`config.mk`:
```
export PLATFORM = sky130hd
export DESIGN_NAME = vga_sync_gen
export DESIGN_NICKNAME = d
export VERILOG_FILES = /design/src/rtl/vga_timing_pkg.sv /design/src/rtl/vga_compositor.sv /design/src/rtl/vga_sync_gen.sv
export SDC_FILE = /design/constraint.sdc
export NUM_CORES = 1
export LEC_CHECK = 0
export CELL_PAD_IN_SITES_DETAIL_PLACEMENT = 0
export CELL_PAD_IN_SITES_GLOBAL_PLACEMENT = 1
export CORE_MARGIN = 3
export CORE_UTILIZATION = 37
export CTS_CLUSTER_DIAMETER = 200
export DETAILED_ROUTE_END_ITERATION = 6
export GPL_TIMING_DRIVEN = 0
export PLACE_DENSITY = 0.95
export SYNTH_ARGS = -nofsm -noshare
export SYNTH_HDL_FRONTEND = slang
export SYNTH_HIERARCHICAL = 1
export SYNTH_SLANG_ARGS = --single-unit
```
`constraint.sdc`:
```
create_clock -name clk -period 4.5 [get_ports clk]
set_input_delay 1.125 -clock clk [delete_from_list [all_inputs] [get_ports clk]]
set_output_delay 1.125 -clock clk [all_outputs]
set_load 0.01 [all_outputs]
```
`src/rtl/vga_timing_pkg.sv`:
```
// vga_timing_pkg
//   Shared VGA timing constants (800x600 @ 1056x628 totals by default), the
//   derived totals / sync window edges, the counter type and the per-pixel
//   flag bundle. Overlay blocks import this package to place their content.
package vga_timing_pkg;

  localparam int unsigned COUNT_W = 11;
  typedef logic [COUNT_W-1:0] count_t;

  localparam int unsigned DEF_H_VIS  = 800;
  localparam int unsigned DEF_H_FP   = 40;
  localparam int unsigned DEF_H_SYNC = 128;
  localparam int unsigned DEF_H_BP   = 88;
  localparam int unsigned DEF_V_VIS  = 600;
  localparam int unsigned DEF_V_FP   = 1;
  localparam int unsigned DEF_V_SYNC = 4;
  localparam int unsigned DEF_V_BP   = 23;

  localparam int unsigned DEF_H_TOTAL = DEF_H_VIS + DEF_H_FP + DEF_H_SYNC + DEF_H_BP;
  localparam int unsigned DEF_V_TOTAL = DEF_V_VIS + DEF_V_FP + DEF_V_SYNC + DEF_V_BP;
  localparam int unsigned DEF_HS_START = DEF_H_VIS + DEF_H_FP;
  localparam int unsigned DEF_HS_END   = DEF_HS_START + DEF_H_SYNC;
  localparam int unsigned DEF_VS_START = DEF_V_VIS + DEF_V_FP;
  localparam int unsigned DEF_VS_END   = DEF_VS_START + DEF_V_SYNC;

  localparam logic [23:0] DEF_COLOUR_BG = 24'h222222;

  // Per-pixel flags decoded from the counters and carried down the pipeline.
  typedef struct packed {
    logic hsync;
    logic vsync;
    logic active;
  } sync_flags_t;

  // Half-open window test lo <= val < hi, all unsigned 11-bit.
  function automatic logic in_window(count_t val, count_t lo, count_t hi);
    return (val >= lo) && (val < hi);
  endfunction

endpackage

```
`src/rtl/vga_compositor.sv`:
```
// vga_compositor
//   Two-stage delay of the stage-0 sync/active flags and the stage-2 pixel mux.
//   Ports:
//     clk, reset_n            clock, asynchronous active-low reset
//     hsync_s0/vsync_s0/active_s0  flags decoded from the current counters
//     overlay_pixel/overlay_on     overlay colour and claim, valid at stage 1
//     hsync, vsync, blank, rgb     registered stage-2 video outputs
module vga_compositor
  import vga_timing_pkg::*;
#(
  parameter logic [23:0] COLOUR_BG = DEF_COLOUR_BG
) (
  input  logic        clk,
  input  logic        reset_n,
  input  logic        hsync_s0,
  input  logic        vsync_s0,
  input  logic        active_s0,
  input  logic [23:0] overlay_pixel,
  input  logic        overlay_on,
  output logic        hsync,
  output logic        vsync,
  output logic        blank,
  output logic [23:0] rgb
);

  sync_flags_t flags_d1;

  always_ff @(posedge clk or negedge reset_n) begin
    if (!reset_n) begin
      flags_d1 <= '0;
      hsync    <= 1'b0;
      vsync    <= 1'b0;
      blank    <= 1'b1;
      rgb      <= 24'h000000;
    end else begin
      flags_d1.hsync  <= hsync_s0;
      flags_d1.vsync  <= vsync_s0;
      flags_d1.active <= active_s0;
      hsync <= flags_d1.hsync;
      vsync <= flags_d1.vsync;
      blank <= ~flags_d1.active;
      // Overlay is only consulted inside the visible area; outside it the
      // DAC must see black regardless of what the overlay drives.
      if (!flags_d1.active)
        rgb <= 24'h000000;
      else if (overlay_on)
        rgb <= overlay_pixel;
      else
        rgb <= COLOUR_BG;
    end
  end

endmodule

```
`src/rtl/vga_sync_gen.sv`:
```
// vga_sync_gen
//   VGA raster counters, stage-0 timing decode and the compositor instance.
//   Ports:
//     clk, reset_n                 pixel clock, asynchronous active-low reset
//     overlay_pixel, overlay_on    overlay colour/claim, one clock after vga_h/vga_v
//     vga_h, vga_v                 current raster position (stage 0)
//     frame_start                  high while the position is 0/0
//     hsync, vsync                 active-high sync pulses (stage 2)
//     blank                        high outside the visible area (stage 2)
//     rgb                          composed pixel (stage 2)
module vga_sync_gen
  import vga_timing_pkg::*;
#(
  parameter int unsigned H_VIS      = DEF_H_VIS,
  parameter int unsigned H_FP       = DEF_H_FP,
  parameter int unsigned H_SYNC     = DEF_H_SYNC,
  parameter int unsigned H_BP       = DEF_H_BP,
  parameter int unsigned V_VIS      = DEF_V_VIS,
  parameter int unsigned V_FP       = DEF_V_FP,
  parameter int unsigned V_SYNC     = DEF_V_SYNC,
  parameter int unsigned V_BP       = DEF_V_BP,
  parameter logic [23:0] COLOUR_BG  = DEF_COLOUR_BG
) (
  input  logic        clk,
  input  logic        reset_n,
  input  logic [23:0] overlay_pixel,
  input  logic        overlay_on,
  output logic [10:0] vga_h,
  output logic [10:0] vga_v,
  output logic        frame_start,
  output logic        hsync,
  output logic        vsync,
  output logic        blank,
  output logic [23:0] rgb
);

  localparam count_t H_LAST   = count_t'(H_VIS + H_FP + H_SYNC + H_BP - 1);
  localparam count_t V_LAST   = count_t'(V_VIS + V_FP + V_SYNC + V_BP - 1);
  localparam count_t H_VIS_C  = count_t'(H_VIS);
  localparam count_t V_VIS_C  = count_t'(V_VIS);
  localparam count_t HS_START = count_t'(H_VIS + H_FP);
  localparam count_t HS_END   = count_t'(H_VIS + H_FP + H_SYNC);
  localparam count_t VS_START = count_t'(V_VIS + V_FP);
  localparam count_t VS_END   = count_t'(V_VIS + V_FP + V_SYNC);

  logic        h_wrap;
  sync_flags_t flags_s0;

  assign h_wrap = (vga_h == H_LAST);

  always_ff @(posedge clk or negedge reset_n) begin
    if (!reset_n) begin
      vga_h <= '0;
      vga_v <= '0;
    end else begin
      if (h_wrap) begin
        vga_h <= '0;
        vga_v <= (vga_v == V_LAST) ? count_t'(0) : vga_v + count_t'(1);
      end else begin
        vga_h <= vga_h + count_t'(1);
      end
    end
  end

  // Decoded from the registered counters, so it is also high throughout reset.
  assign frame_start = (vga_h == '0) && (vga_v == '0);

  always_comb begin
    flags_s0        = '0;
    flags_s0.hsync  = in_window(vga_h, HS_START, HS_END);
    flags_s0.vsync  = in_window(vga_v, VS_START, VS_END);
    flags_s0.active = (vga_h < H_VIS_C) && (vga_v < V_VIS_C);
  end

  vga_compositor #(
    .COLOUR_BG (COLOUR_BG)
  ) u_compositor (
    .clk           (clk),
    .reset_n       (reset_n),
    .hsync_s0      (flags_s0.hsync),
    .vsync_s0      (flags_s0.vsync),
    .active_s0     (flags_s0.active),
    .overlay_pixel (overlay_pixel),
    .overlay_on    (overlay_on),
    .hsync         (hsync),
    .vsync         (vsync),
    .blank         (blank),
    .rgb           (rgb)
  );

endmodule

```
==> run_results.csv <==
group,metric,value,unit
floorplan,fp.dieArea,6910,um2
yosys,synth_top_cell_by_area,"dfrtp_1",
critical_path,path_class,"reg2out",
timing,worst_slew_pin_slew,0.522,ns
clock_network,cts_tree,"yes",
yosys,ys_seq_elements,52,
global_routing,grt_pass1_vias,1705,
global_routing,gr-usage-met2,0.237,
pwr,ir_worst_vdd,0.000123,V
pwr,p_total,0.000864,W
yosys,postSynth.asyncResetShare,1.00,
floorplan,rows,27,
placement,place_congestion,0.846,
critical_path,rrSetupSlack,2.62,ns
min_path,hold_class,"reg2reg",
timing,final_max_slew_viol_count,0,
critical_path,endpoint_kind,"primary output",
critical_path,critPathRequiredTime,3.38,ns
critical_path,startpoint,"vga_v[9]",
placement,place_inst,346,
clock_network,cts_buffer_depth,2,
clock_network,cts.repair.resized,0,
layout,n_fill_cell,485,
timing,rsz0062_at_grt,"false",
pwr,leakagePower,1.42,nW
clock_network,cts.sinks,52,
placement,dpl_worst_slack,1.43,ns
global_routing,grtUsageMet3,0.0397,
timing,finalSetupViolations,0,
global_routing,antenna_found_initial,0,
global_routing,grt_overflow_total,0,
drt,wl_per_cell,14.4,um
layout,drive_gt1_frac,0.0816,
drt,drc,0,
clock_network,cts_made_buffers,5,
yosys,synth_flop_cell,"dfrtp_1",
critical_path,arrival,2.25,ns
drt,ant_nets,0,
floorplan,io_pins,77,
layout,postLayoutCellArea,3170,um2
critical_path,critical_path.max_fanout,7,
run_status,status,"completed",
pwr,p_per_area,272,nW/um2
drt,vias_per_cell,4.98,
timing,final.setup_skew,0.00344,ns
floorplan,coreArea,5640,um2
clock_network,ctsHtreeMaxLevel,2,
clock_network,insertion_delay,0.30,ns
floorplan,die_w,83.1,um
yosys,netlist_area,2200,um2
timing,setup_slack,1.13,ns
timing,max_freq,297,MHz
yosys,avgSynthCellArea,11.2,um2
yosys,yosysSeqAreaShare,0.592,
placement,placed_area,3070,um2
layout,design.final.nets,313,
global_routing,grt_usage,0.156,
timing,fin_tns_setup,0,ns
clock_network,path_clk_slew,0.09,ns
floorplan,initial_core_util,0.390,
yosys,synth_edf_count,0,
yosys,netlist-cell-type-count,38,
drt,drtIter0Drc,54,
global_routing,busiest_layer,"met2",
clock_network,post_cts_buffers,0,
layout,syn2layout_area_growth,44.2,%
yosys,synth_area_leaders,"dfrtp_1, and3_1, ha_1",
floorplan,fp.dieH,83.1,um
layout,final_cells,354,
yosys,synth_top_area_share,0.580,
placement,portBuffers,76,
clock_network,cts-root-buf,"clkbuf_8",
min_path,hold_path_startpoint,"u_compositor/flags_d1[2]",
critical_path,timing.rr.start,"vga_v[0]",
drt,dr.pass1.iters,4,
timing,relSlewSlack,0.652,
timing,finalCriticalPeriod,3.37,ns
drt,drt_wl_total,5080,um
yosys,syn-instance-count,197,
timing,hold_viol,0,
job,drv_cap,0,
global_routing,grt_pass1_wl,8780,um
drt,vias,1764,
global_routing,global_route.usage.met1,0.227,
yosys,yosys_warnings,6,
layout,antenna_cells,0,
global_routing,grt_max_degree,32,
yosys,synth_fp_nets,229,
critical_path,startpoint_type,"register",
placement,hpwl,3910,um
clock_network,ctsHoldBuffers,0,
timing,fin_crit_sh,0.749,
power by group:
part           switching [W]  internal, W
Sequential        0.00000271     0.000478
Clock               0.000146     0.000165
Combinational      0.0000273    0.0000450
flip-flops by register name (all words and copies together) (netlist names):
| register | flops |
|---|---|
| u_compositor/rgb | 24 |
| u_compositor/blank | 1 |
| u_compositor/flags_d1 | 3 |
| vga_v | 11 |
| u_compositor/vsync | 1 |
| u_compositor/hsync | 1 |
| vga_h | 11 |
cell usage after synthesis, drive strengths merged (5+ instances only):
cell,n
o21ai,6
ha,5
xor2,6
nand2,11
a21oi,11
nor3,5
nand3,9
buf,6
and3,21
xnor2,7
dfrtp,51
nor2,10
inv,15
stage by stage:
step	hold WS (ns)	util
2_1_floorplan	0.331	-
3_3_place_gp	0.336	0.541
3_5_place_dp	0.338	0.544
4_1_cts	0.359	0.563
5_1_grt	0.376	0.563
6_report	0.356	0.563
cell usage in the layout (no fill, tap or decap), drive strengths merged:
cell / count
dfstp: 1
or2: 1
bufinv: 1
a21oi: 11
clkbuf: 9
o21ai: 6
nor3: 5
a31oi: 4
o22ai: 1
nand2: 11
nor4b: 1
nand4b: 1
buf: 8
and3: 21
and2: 1
o311ai: 1
inv: 15
nand4: 4
or3: 1
and4: 2
mux2i: 1
or4: 3
dfrtp: 51
xor2: 6
nor4: 4
xnor2: 7
clkinv: 1
o21bai: 1
nor4bb: 1
clkdlybuf4s50: 75
nor2: 10
ha: 5
nand3: 9
and4b: 1
nand2b: 2
layout make-up:
class	count	area [um2]	share of cell area
Timing Repair Buffer	77	776	0.244
Inverter	15	56.3	0.0177
Multi-Input combinational cell	121	788	0.248
Clock buffer	6	72.6	0.0229
Tap cell	72	90.1	0.0284
Buffer	9	53.8	0.0169
Clock inverter	2	35.0	0.0110
Sequential cell	52	1300	0.410
critical path: stages (launching register included):
cell,delay (ns)
dfrtp_1,0.38
buf_1,0.18
nor4_1,0.32
nand4_1,0.14
nor4_1,0.33
clkdlybuf4s50_1,0.61
routing by layer:
| layer | share of wire | up-vias |
|---|---|---|
| met5 | 0 | - |
| met4 | 0.0090 | 0 |
| met3 | 0.067 | 6 |
| met2 | 0.45 | 83 |
| met1 | 0.48 | 825 |
| li1 | - | 850 |
final timing paths:
kind,to,depth (start not counted)
max,frame_start,5
min,u_compositor/hsync,0
max reg2reg,vga_v[2],5
min reg2reg,u_compositor/hsync,0
max in group asynchronous,u_compositor/blank,2
min in group asynchronous,u_compositor/rgb[4],1
cell families after synthesis:
kind of cell	Yosys count	synth area share
simple gates	78	0.213
mux	1	0.00455
buf+inv	24	0.0500
xor+xnor	13	0.0517
fa+ha+maj	5	0.0284
flops	52	0.592
compound gates	24	0.0603
Note: power is estimated with default switching activity, not from simulation.
